==> config.mk <==
export PLATFORM = sky130hd
export DESIGN_NAME = alu_share_arbiter
export DESIGN_NICKNAME = d
export VERILOG_FILES = /design/src/rtl/alu_share_arbiter.sv
export SDC_FILE = /design/constraint.sdc
export NUM_CORES = 1
export LEC_CHECK = 0
export ABC_AREA = 1
export ABC_CLOCK_PERIOD_IN_PS = 1300
export BUFFER_PORTS_ARGS = -buffer_cell sky130_fd_sc_hd__buf_2
export CORE_AREA = 2 2 233 235
export DETAILED_ROUTE_END_ITERATION = 7
export DIE_AREA = 0 0 235 237
export GPL_TIMING_DRIVEN = 0
export MAX_ROUTING_LAYER = met4
export PLACE_DENSITY = 0.46
export RECOVER_POWER = 100
export SYNTH_ARGS = -nofsm -noshare
export SYNTH_HDL_FRONTEND = slang
export SYNTH_SLANG_ARGS = --single-unit
==> constraint.sdc <==
create_clock -name clk -period 1.3 [get_ports clk]
set_input_delay 0.13 -clock clk [delete_from_list [all_inputs] [get_ports clk]]
set_output_delay 0.13 -clock clk [all_outputs]
set_load 0.05 [all_outputs]
==> src/rtl/alu_share_arbiter.sv <==
// Two-requester arbiter for a shared combinational ALU with a one-entry response buffer per
// requester. Round-robin on contention, single-cycle accept-to-response latency.
module alu_share_arbiter #(
  parameter int unsigned XLEN = 64
) (
  input  logic            clk,
  input  logic            rst_n,

  input  logic            req0_valid,
  output logic            req0_ready,
  input  logic [3:0]      req0_ALUinput,
  input  logic [XLEN-1:0] req0_a,
  input  logic [XLEN-1:0] req0_b,

  input  logic            req1_valid,
  output logic            req1_ready,
  input  logic [3:0]      req1_ALUinput,
  input  logic [XLEN-1:0] req1_a,
  input  logic [XLEN-1:0] req1_b,

  output logic [3:0]      alu_ctrl,
  output logic [XLEN-1:0] alu_a,
  output logic [XLEN-1:0] alu_b,
  input  logic [XLEN-1:0] alu_result,
  input  logic            alu_zero,

  output logic            rsp0_valid,
  input  logic            rsp0_ready,
  output logic [XLEN-1:0] rsp0_result,
  output logic            rsp0_zero,

  output logic            rsp1_valid,
  input  logic            rsp1_ready,
  output logic [XLEN-1:0] rsp1_result,
  output logic            rsp1_zero
);

  localparam logic [3:0] CtrlAdd = 4'b0010;

  logic            elig0, elig1;
  logic            gnt0, gnt1;
  logic            last_grant_q, last_grant_d;
  logic            rsp0_valid_q, rsp0_valid_d;
  logic [XLEN-1:0] rsp0_result_q, rsp0_result_d;
  logic            rsp0_zero_q, rsp0_zero_d;
  logic            rsp1_valid_q, rsp1_valid_d;
  logic [XLEN-1:0] rsp1_result_q, rsp1_result_d;
  logic            rsp1_zero_q, rsp1_zero_d;

  // A requester may issue only if its buffer is free or being drained this cycle.
  // Gating with rst_n keeps the handshake dead while reset is held.
  always_comb begin
    elig0 = rst_n & req0_valid & (~rsp0_valid_q | rsp0_ready);
    elig1 = rst_n & req1_valid & (~rsp1_valid_q | rsp1_ready);
    gnt0  = elig0 & (~elig1 | last_grant_q);
    gnt1  = elig1 & (~elig0 | ~last_grant_q);
  end

  assign req0_ready = gnt0;
  assign req1_ready = gnt1;

  always_comb begin
    alu_ctrl = CtrlAdd;
    alu_a    = '0;
    alu_b    = '0;
    if (gnt0) begin
      alu_ctrl = req0_ALUinput;
      alu_a    = req0_a;
      alu_b    = req0_b;
    end else if (gnt1) begin
      alu_ctrl = req1_ALUinput;
      alu_a    = req1_a;
      alu_b    = req1_b;
    end
  end

  always_comb begin
    last_grant_d = last_grant_q;
    if (gnt0) begin
      last_grant_d = 1'b0;
    end else if (gnt1) begin
      last_grant_d = 1'b1;
    end
  end

  // A new grant refills the buffer even while it is being drained (back-to-back issue).
  always_comb begin
    rsp0_valid_d  = rsp0_valid_q;
    rsp0_result_d = rsp0_result_q;
    rsp0_zero_d   = rsp0_zero_q;
    if (gnt0) begin
      rsp0_valid_d  = 1'b1;
      rsp0_result_d = alu_result;
      rsp0_zero_d   = alu_zero;
    end else if (rsp0_ready) begin
      rsp0_valid_d  = 1'b0;
    end
  end

  always_comb begin
    rsp1_valid_d  = rsp1_valid_q;
    rsp1_result_d = rsp1_result_q;
    rsp1_zero_d   = rsp1_zero_q;
    if (gnt1) begin
      rsp1_valid_d  = 1'b1;
      rsp1_result_d = alu_result;
      rsp1_zero_d   = alu_zero;
    end else if (rsp1_ready) begin
      rsp1_valid_d  = 1'b0;
    end
  end

  // last_grant resets to 1 so requester 0 wins the first contention.
  always_ff @(posedge clk or negedge rst_n) begin
    if (!rst_n) begin
      last_grant_q  <= 1'b1;
      rsp0_valid_q  <= 1'b0;
      rsp0_result_q <= '0;
      rsp0_zero_q   <= 1'b0;
      rsp1_valid_q  <= 1'b0;
      rsp1_result_q <= '0;
      rsp1_zero_q   <= 1'b0;
    end else begin
      last_grant_q  <= last_grant_d;
      rsp0_valid_q  <= rsp0_valid_d;
      rsp0_result_q <= rsp0_result_d;
      rsp0_zero_q   <= rsp0_zero_d;
      rsp1_valid_q  <= rsp1_valid_d;
      rsp1_result_q <= rsp1_result_d;
      rsp1_zero_q   <= rsp1_zero_d;
    end
  end

  assign rsp0_valid  = rsp0_valid_q;
  assign rsp0_result = rsp0_result_q;
  assign rsp0_zero   = rsp0_zero_q;
  assign rsp1_valid  = rsp1_valid_q;
  assign rsp1_result = rsp1_result_q;
  assign rsp1_zero   = rsp1_zero_q;

endmodule

Word level (Yosys, flattened, before mapping)
Index checks and enable logic that the tools add are counted.

word-level totals
  output and inout port bits = 266
  register bits after elaboration = 133
  logic and storage cells = 37
  input port bits = 335

cells by class
  multiplexer cells = 12
  bitwise logic cells = 15
  reductions and logical operators = 3

operators by type and width
  kind                number
  64-bit 2-to-1 mux   4
  4-bit 2-to-1 mux    2
  1-bit bitwise AND   6
  1-bit 2-to-1 mux    6
  2-bit nonzero test  3
  1-bit NOT           5
  1-bit OR            4

Longest topological paths before layout
Gate-level depths: netlist of run 1.

  word-level depth = 8
  depth in mapped cells = 8
  depth with buffers taken out = 6

Worst setup path after synthesis of run 1
No wires, ideal clock.

  path kind = flip-flop to output port
  from = register rsp1_valid_q (netlist: rsp1_valid)
  to = output port alu_a[36]
  stages on the path, launching flop included = 7
  arrival time = 1.770 ns
  required time = 1.170 ns
  path buffers = 2
  path slack = -0.600 ns
  path through = dfrtp_1 -> nand2_1 -> nand3_2 -> buf_2 -> buf_2 -> nand3_1 -> nand2_1

on the way
  cells in the longest elaborated chain, start to end = 7
  elaborated cells between the ends (all ways) = 9
  those cells by class = mux: 2; bitwise: 7

ends and longest elaborated chain
  what                    line  RTL
  start, declared         46    logic rsp1_valid_q, rsp1_valid_d;
  start signal, assigned  128   rsp1_valid_q <= rsp1_valid_d;
  1-bit NOT *             54    elig1 = rst_n & req1_valid & (~rsp1_valid_q | rsp1_ready);
  1-bit OR *              54
  1-bit bitwise AND *     54
  1-bit NOT               55    gnt0 = elig0 & (~elig1 | last_grant_q);
  1-bit OR                55
  1-bit bitwise AND       55
  64-bit 2-to-1 mux *     66    if (gnt0) begin
  end, declared           22    output logic [XLEN-1:0] alu_a,

Every way passes the cells marked *; elsewhere a longest branch is shown, timed or not.

Worst setup path in the final report of run 1
  from = register last_grant_q
  to = output port req1_ready

on the way
  cells in the longest elaborated chain, start to end = 3

ends and longest elaborated chain
  what                    line  RTL
  start, declared         42    logic last_grant_q, last_grant_d;
  start signal, assigned  124   last_grant_q <= last_grant_d;
  1-bit NOT               56    gnt1 = elig1 & (~elig0 | ~last_grant_q);
  1-bit OR                56
  1-bit bitwise AND       56
  end, declared           16    output logic req1_ready,

No other way between the ends.

==> results.py, run 1 <==
metrics = {
    "outcome": {
        "status": "finished, violations left",
        "violations": "negative hold slack, negative setup slack",
    },
    "critical_path": {
        "worstPathMaxFanout": 9,
        "crit_start": "last_grant_q$_DFFE_PN1P_",
        "critPathRequiredTime_ps": 1170,
        "cpMostUsedCell": "buf_12",
        "slowest_delay_ps": 580,
        "end_kind": "output port",
        "timing.reg2reg.setup_slack_ps": -390,
        "path_cells": "nand3_4 -> buf_12 -> buf_12 -> nand2_8 -> buf_12 -> buf_12 -> clkinvlp_4 -> buf_8",
        "crit_slowest_cell": "dfstp_2",
        "cp.arrival_ps": 2060,
        "r2r_start": "rsp1_valid$_DFFE_PN0P_",
        "worstSetupPathType": "register to output port",
        "r2r_cells": 10,
        "start_kind": "register",
    },
    "grt": {
        "grt_pass1_wl_um": 74700,
        "grt_pass1_vias": 10900,
        "top_usage_layer": "met2",
        "met2_usage_pct": 33.4,
        "antenna_found_initial": 26,
        "grt_use_met3_pct": 3.74,
        "use_met1_pct": 20.6,
        "track_usage_pct": 18.8,
        "overflow": 0,
        "grt_max_degree": 91,
    },
    "logic_synthesis": {
        "yosysMostFrequentCell": "nand2_1",
        "yosysTopAreaCell": "dfrtp_1",
        "syn_area_per_cell_um2": 7.08,
        "synth.top_cells.by_count": "nand2_1, nand3_1, dfrtp_1",
        "synth_compound_area_share_pct": 0.510,
        "ys_async_sr_fraction_pct": 100,
        "yosys.area_share.simple_pct": 47.5,
        "ys_ff_latch": 133,
        "yosys-top-cells-area": "dfrtp_1, nand3_1, nand2_1",
        "ys_seq_area_share_pct": 45.2,
        "yosys.area.top_type_share_pct": 44.9,
        "synth_fa_ha_area_share_pct": 0,
        "synth_cell_types": 12,
        "synth_edf_count": 0,
        "synthXorXnorAreaFrac_pct": 0,
        "synth-warning-count": 0,
        "synthCells": 1039,
        "synth_top_family_by_area": "simple AND/OR/NAND/NOR gates",
        "synthesis.nets": 1374,
        "synth_area_um2": 7360,
        "muxShareOfSynthArea_pct": 0,
        "ys.flop_type": "dfrtp_1",
    },
    "sta": {
        "rsz0062_at_grt": "yes",
        "fmax_mhz": 458,
        "fin_skew_ps": 11.1,
        "min_period_ps": 2190,
        "setup_slack_ps": -885,
        "whs_ps": -401,
        "timing.final.crit_share_pct": 168,
        "setup_viol": 268,
        "max_slew_margin_pct": 40.2,
        "worstMarginPinSlew_ps": 897,
        "hold_viol_final": 43,
        "final-max-slew-violation-count": 0,
    },
    "floorplanning": {
        "initial_core_util_pct": 13.8,
        "die_w_um": 235,
        "core-area_um2": 53300,
        "die_y_um": 237,
        "rows": 85,
        "num_io_pins": 601,
        "die-area_um2": 55700,
    },
    "power": {
        "total_leakage_power_uw": 0.00900,
        "swShare_pct": 47.0,
        "seqPwrFrac_pct": 25.3,
        "p_sw_uw": 10100,
        "ir_worst_vdd_v": 0.00108,
        "power_frac_clock_pct": 22.1,
        "power_density_nw_per_um2": 1130,
        "power.internal_uw": 11400,
        "combPwrFrac_pct": 52.6,
    },
    "clock_tree": {
        "cts_tree": "done",
        "clockRootBuffer": "clkbuf_16",
        "hold_buffers": 66,
        "clk_pin_slew_ps": 60,
        "clk_path_buf_depth": 2,
        "clock-sinks": 133,
        "cts_inserted_buffers": 17,
        "h-tree-depth": 4,
        "insertion_delay_ps": 450,
    },
    "route": {
        "drt_iter0_drc": 408,
        "final_antenna_net_count": 0,
        "wl_um": 54300,
        "avgViaCountPerCell": 4.30,
        "drc": 0,
        "dr_total_vias": 10800,
        "first_pass_iters": 5,
        "wire_per_inst_um": 21.6,
    },
    "placed_design": {
        "gp_congestion": 0.970,
        "portBuffers": 600,
        "place_hpwl_um": 41300,
        "placed_cell_area_um2": 14000,
    },
    "cells_and_area": {
        "nets": 2126,
        "area_growth_pct": 160,
        "layout-drive-gt1-share_pct": 65.1,
        "design_area_um2": 19100,
        "n_fill_cell": 5394,
    },
    "run": {
        "drv_cap": 0,
    },
    "min_path": {
        "hold_path_class": "input port to asynchronous set/reset pin",
    },
}
==> power by group through the flow <==
stage	Clock (uW)	Combinational (uW)	Sequential [uW]
after floorplan	0	3680	8230
after global placement	0	9250	5420
after detailed placement	0	9280	5440
after CTS	4930	10700	5390
after global routing	5090	11800	5560
final	4770	11300	5460
==> area by class of cell <==
| type | instances | area, um2 | area share (%) |
|---|---|---|---|
| clock inverters | 13 | 125 | 0.654 |
| clock buffers | 19 | 433 | 2.26 |
| inverters | 8 | 40.0 | 0.209 |
| repair buffers | 740 | 6230 | 32.6 |
| plain buffers | 91 | 1330 | 6.97 |
| well taps | 696 | 871 | 4.56 |
| diodes | 11 | 27.5 | 0.144 |
| multi-input cells | 800 | 6730 | 35.2 |
| flip-flops and latches | 133 | 3330 | 17.4 |
==> cells in the final DEF (no fill, tap or decap) <==
master | Yosys | routed
inv_1 | 8 | 5
inv_6 | 0 | 4
clkinvlp_4 | 0 | 4
buf_8 | 0 | 135
dfrtp_2 | 0 | 2
nand2_2 | 0 | 50
nand3_1 | 393 | 200
buf_6 | 0 | 41
a21oi_4 | 2 | 2
buf_12 | 0 | 57
dfstp_2 | 1 | 1
nand3_2 | 2 | 93
inv_4 | 0 | 1
dfrtp_1 | 132 | 130
nand2_1 | 402 | 225
o21ai_1 | 0 | 1
clkinv_4 | 0 | 4
clkbuf_2 | 0 | 105
diode_2 | 0 | 11
buf_1 | 8 | 1
nand3_4 | 0 | 102
bufinv_16 | 0 | 1
nand2_4 | 0 | 83
dlygate4sd3_1 | 0 | 66
nand2_8 | 0 | 44
clkbuf_4 | 0 | 3
bufbuf_16 | 0 | 2
clkinv_2 | 0 | 2
buf_16 | 0 | 9
clkbuf_1 | 22 | 2
buf_4 | 5 | 33
buf_2 | 63 | 366
clkbuf_16 | 0 | 30
==> final timing paths <==
check,end
worst max-delay path,req1_ready
worst min-delay path,rsp1_result[2]$_DFFE_PN0P_
worst max register to register,rsp1_result[54]$_DFFE_PN0P_
worst min register to register,rsp0_result[24]$_DFFE_PN0P_
max in group asynchronous,rsp1_result[32]$_DFFE_PN0P_
min in group clk,rsp1_valid$_DFFE_PN0P_
==> timing repair <==
action                                 4_1_cts  5_1_grt
buffers inserted                            37       21
cloned                                       8       12
setup endpoints to repair                  269      271
resized for setup                          465      365
pin swaps                                   15       36
endpoints found under the hold margin      173       43
==> flip-flops by register name, summed over array words and instances (netlist names) <==
register and count:
rsp1_result 64, rsp1_zero 1, rsp0_result 64, rsp0_valid 1
last_grant_q 1, rsp1_valid 1, rsp0_zero 1
==> layer usage <==
metal	vias up	part of all wire (%)
met3	93	4.8
met4	0	3.8
met5	-	0
li1	4997	-
met2	433	53
met1	5266	38
==> stage by stage <==
step / util, % / setup TNS, ps / instances / total power (uW) / setup WS [ps]
after detailed placement: 26.3 / -290680 / 2336 / 14700 / -1760
after global placement: 26.2 / -1194950 / 2335 / 14700 / -4150
final: 35.9 / -148890 / 2511 / 21600 / -885
after CTS: 32.8 / -186750 / 2478 / 21000 / -976
after floorplan: - / -40220 / 1039 / 11900 / -326
after global routing: 35.9 / -165200 / 2510 / 22500 / -946
==> kinds of logic after synthesis <==
| logic type | Yosys count |
|---|---|
| buf+inv | 106 |
| flops | 133 |
| simple gates | 797 |
| compound gates | 3 |
==> critical path, delay by kind of cell, from the launching register on <==
family,cells,cell delay (ps)
buffers and inverters,6,770
DFF,1,580
and+or+nand+nor,2,230
(Power assumes the default switching activity.)
==> run 2: changes to the inputs <==
--- a/config.mk
+++ b/config.mk
@@ -9,12 +9,14 @@
 export ABC_CLOCK_PERIOD_IN_PS = 1300
 export BUFFER_PORTS_ARGS = -buffer_cell sky130_fd_sc_hd__buf_2
 export CORE_AREA = 2 2 233 235
+export CTS_BUF_LIST = sky130_fd_sc_hd__clkbuf_8 sky130_fd_sc_hd__clkbuf_16
 export DETAILED_ROUTE_END_ITERATION = 7
 export DIE_AREA = 0 0 235 237
 export GPL_TIMING_DRIVEN = 0
 export MAX_ROUTING_LAYER = met4
 export PLACE_DENSITY = 0.46
 export RECOVER_POWER = 100
+export REMOVE_ABC_BUFFERS = 1
 export SYNTH_ARGS = -nofsm -noshare
 export SYNTH_HDL_FRONTEND = slang
 export SYNTH_SLANG_ARGS = --single-unit
==> run 2 against run 1 <==
  * The run ends with negative setup slack left
  * Sequential power down 0.9%
  * Clock power up 9.0%
  * Via count up 4.9%
  * Count of clock-buffer cells in the layout unchanged
  * Global-route usage up 0.75 points
  * Die area unchanged
  * Combinational power about the same
  * Sequential share of layout area up 1.4 points
  * Final area down 7.4%
  * Critical path depth down 1
  * Hold slack better by 490 ps
  * Critical path type unchanged
==> results.py, run 2 (synthesis gave the netlist of run 1 again) <==
metrics = {
    "outcome": {
        "status": "finished, violations left",
        "violations": "negative setup slack",
    },
    "power": {
        "ir_worst_vdd_v": 0.000734,
        "power_density_nw_per_um2": 1220,
        "total_leakage_power_uw": 0.00902,
    },
    "cells_and_area": {
        "final_common_cell": "buf_2",
        "nets": 2134,
        "stdcell_count": 2523,
        "n_fill_cell": 5427,
        "area_growth_pct": 141,
        "layout-drive-gt1-share_pct": 57.2,
        "design_area_um2": 17700,
        "final_cell_mix": "buf_2, nand2_1, nand3_1, clkbuf_2, dfrtp_1",
    },
    "grt": {
        "grt_use_met3_pct": 4.09,
        "use_met1_pct": 23.3,
        "antenna_found_initial": 21,
        "track_usage_pct": 19.6,
        "grt_max_degree": 76,
        "top_usage_layer": "met2",
        "grt_pass1_vias": 11300,
        "overflow": 0,
        "grt_pass1_wl_um": 78400,
        "met2_usage_pct": 32.3,
    },
    "floorplanning": {
        "die_w_um": 235,
        "die_y_um": 237,
        "die-area_um2": 55700,
        "initial_core_util_pct": 13.8,
        "rows": 85,
        "num_io_pins": 601,
        "core-area_um2": 53300,
    },
    "critical_path": {
        "r2r_start": "last_grant_q$_DFFE_PN1P_",
        "start_kind": "register",
        "timing.reg2reg.setup_slack_ps": -640,
        "path_cells": "clkinvlp_4 -> nand3_4 -> buf_12 -> bufbuf_16 -> nand3_1 -> nand2_1 -> buf_6",
        "crit_slowest_cell": "dfstp_2",
        "worstPathMaxFanout": 10,
        "r2r_end": "rsp1_result[57]$_DFFE_PN0P_",
        "crit_end": "alu_b[52]",
        "critPathRequiredTime_ps": 1170,
        "end_kind": "output port",
        "crit_start": "last_grant_q$_DFFE_PN1P_",
        "worstSetupPathType": "register to output port",
        "cp.arrival_ps": 2130,
        "slowest_delay_ps": 580,
        "r2r_cells": 9,
    },
    "placed_design": {
        "portBuffers": 600,
        "dp_slack_ps": -2150,
        "place_hpwl_um": 32300,
        "dp_cells": 2257,
        "gp_congestion": 0.936,
        "placed_cell_area_um2": 11300,
    },
    "sta": {
        "timing.final.crit_share_pct": 174,
        "whs_ps": 86.0,
        "setup_viol": 287,
        "max_slew_margin_pct": 33.5,
        "hold_viol_final": 0,
        "fmax_mhz": 442,
        "rsz0062_at_grt": "yes",
        "setup_slack_ps": -963,
        "min_period_ps": 2260,
        "fin_skew_ps": 11.5,
        "worstMarginPinSlew_ps": 994,
        "fin_tns_setup_ps": -187530,
        "final-max-slew-violation-count": 0,
    },
    "clock_tree": {
        "insertion_delay_ps": 440,
        "clk_pin_slew_ps": 60,
        "cts_inserted_buffers": 17,
        "h-tree-depth": 4,
        "clk_path_buf_depth": 2,
        "clock-sinks": 133,
        "cts_tree": "done",
        "clockRootBuffer": "clkbuf_16",
    },
    "route": {
        "wl_um": 57500,
        "drc": 0,
        "dr_total_vias": 11300,
        "final_antenna_net_count": 0,
        "drt_iter0_drc": 739,
        "avgViaCountPerCell": 4.48,
        "first_pass_iters": 5,
        "wire_per_inst_um": 22.8,
    },
    "min_path": {
        "hold_path_class": "input port to register",
    },
    "run": {
        "drv_cap": 0,
    },
}
-- run 2: changes by cell type in the layout (fill, tap and decap cells not counted), moves of 36 or more --
| cell | change |
|---|---|
| buf_12 | -39 |
| nand2_4 | -64 |
| buf_16 | +41 |
| nand3_4 | -60 |
| nand3_1 | +66 |
| buf_8 | -36 |
| nand2_8 | -42 |
| nand2_1 | +75 |
-- run 2: worst min path at each step --
stage	start	to	depth (start not counted)
2_1_floorplan	rst_n	rsp0_result[0]$_DFFE_PN0P_	0
3_3_place_gp	alu_result[14]	rsp1_result[14]$_DFFE_PN0P_	3
3_5_place_dp	rst_n	rsp0_result[13]$_DFFE_PN0P_	1
4_1_cts	rsp0_ready	rsp0_valid$_DFFE_PN0P_	4
5_1_grt	rsp0_ready	rsp0_valid$_DFFE_PN0P_	4
6_report	rsp0_ready	rsp0_valid$_DFFE_PN0P_	4
-- run 2: area by class of cell --
| type | instances | area, um2 | share of cell area [%] |
|---|---|---|---|
| inverters | 8 | 38.8 | 0.219 |
| clock buffers | 19 | 453 | 2.56 |
| flip-flops and latches | 133 | 3330 | 18.8 |
| clock inverters | 13 | 169 | 0.954 |
| repair buffers | 835 | 7900 | 44.6 |
| multi-input cells | 804 | 4900 | 27.7 |
| well taps | 696 | 871 | 4.92 |
| diodes | 15 | 37.5 | 0.212 |
-- run 2: worst max-delay path: cells and delay by family (launching register included) --
kind,cells,cell delay (ps)
and+or+nand+nor,3,330
buffers and inverters,4,770
DFF,1,580
-- run 2: power by group --
| part | leakage (uW) | switching (uW) | internal, uW |
|---|---|---|---|
| logic | 0.00707 | 7310 | 3670 |
| clock network | 0.000304 | 2050 | 3140 |
| registers | 0.00165 | 468 | 4940 |
-- run 2: repair_timing --
| action | CTS | global route |
|---|---|---|
| hold endpoints to repair | 260 | 0 |
| gates resized for setup | 480 | 260 |
| cloned | 52 | 14 |
| pin swaps | 50 | 75 |
| buffers inserted | 71 | 15 |
| endpoints found under the setup margin | 268 | 287 |
| hold buffers | 74 | 0 |
-- run 2: stage by stage --
step | utilization [%] | power, uW
2_1_floorplan | - | 10800
3_3_place_gp | 20.2 | 13400
3_5_place_dp | 21.2 | 13600
4_1_cts | 30.7 | 21100
5_1_grt | 33.2 | 22400
6_report | 33.2 | 21600
-- run 2: metal layers --
layer	up-vias	wire, um
li1	5026	-
met1	5534	22900
met2	629	28300
met3	126	3880
met4	0	2450
met5	-	0
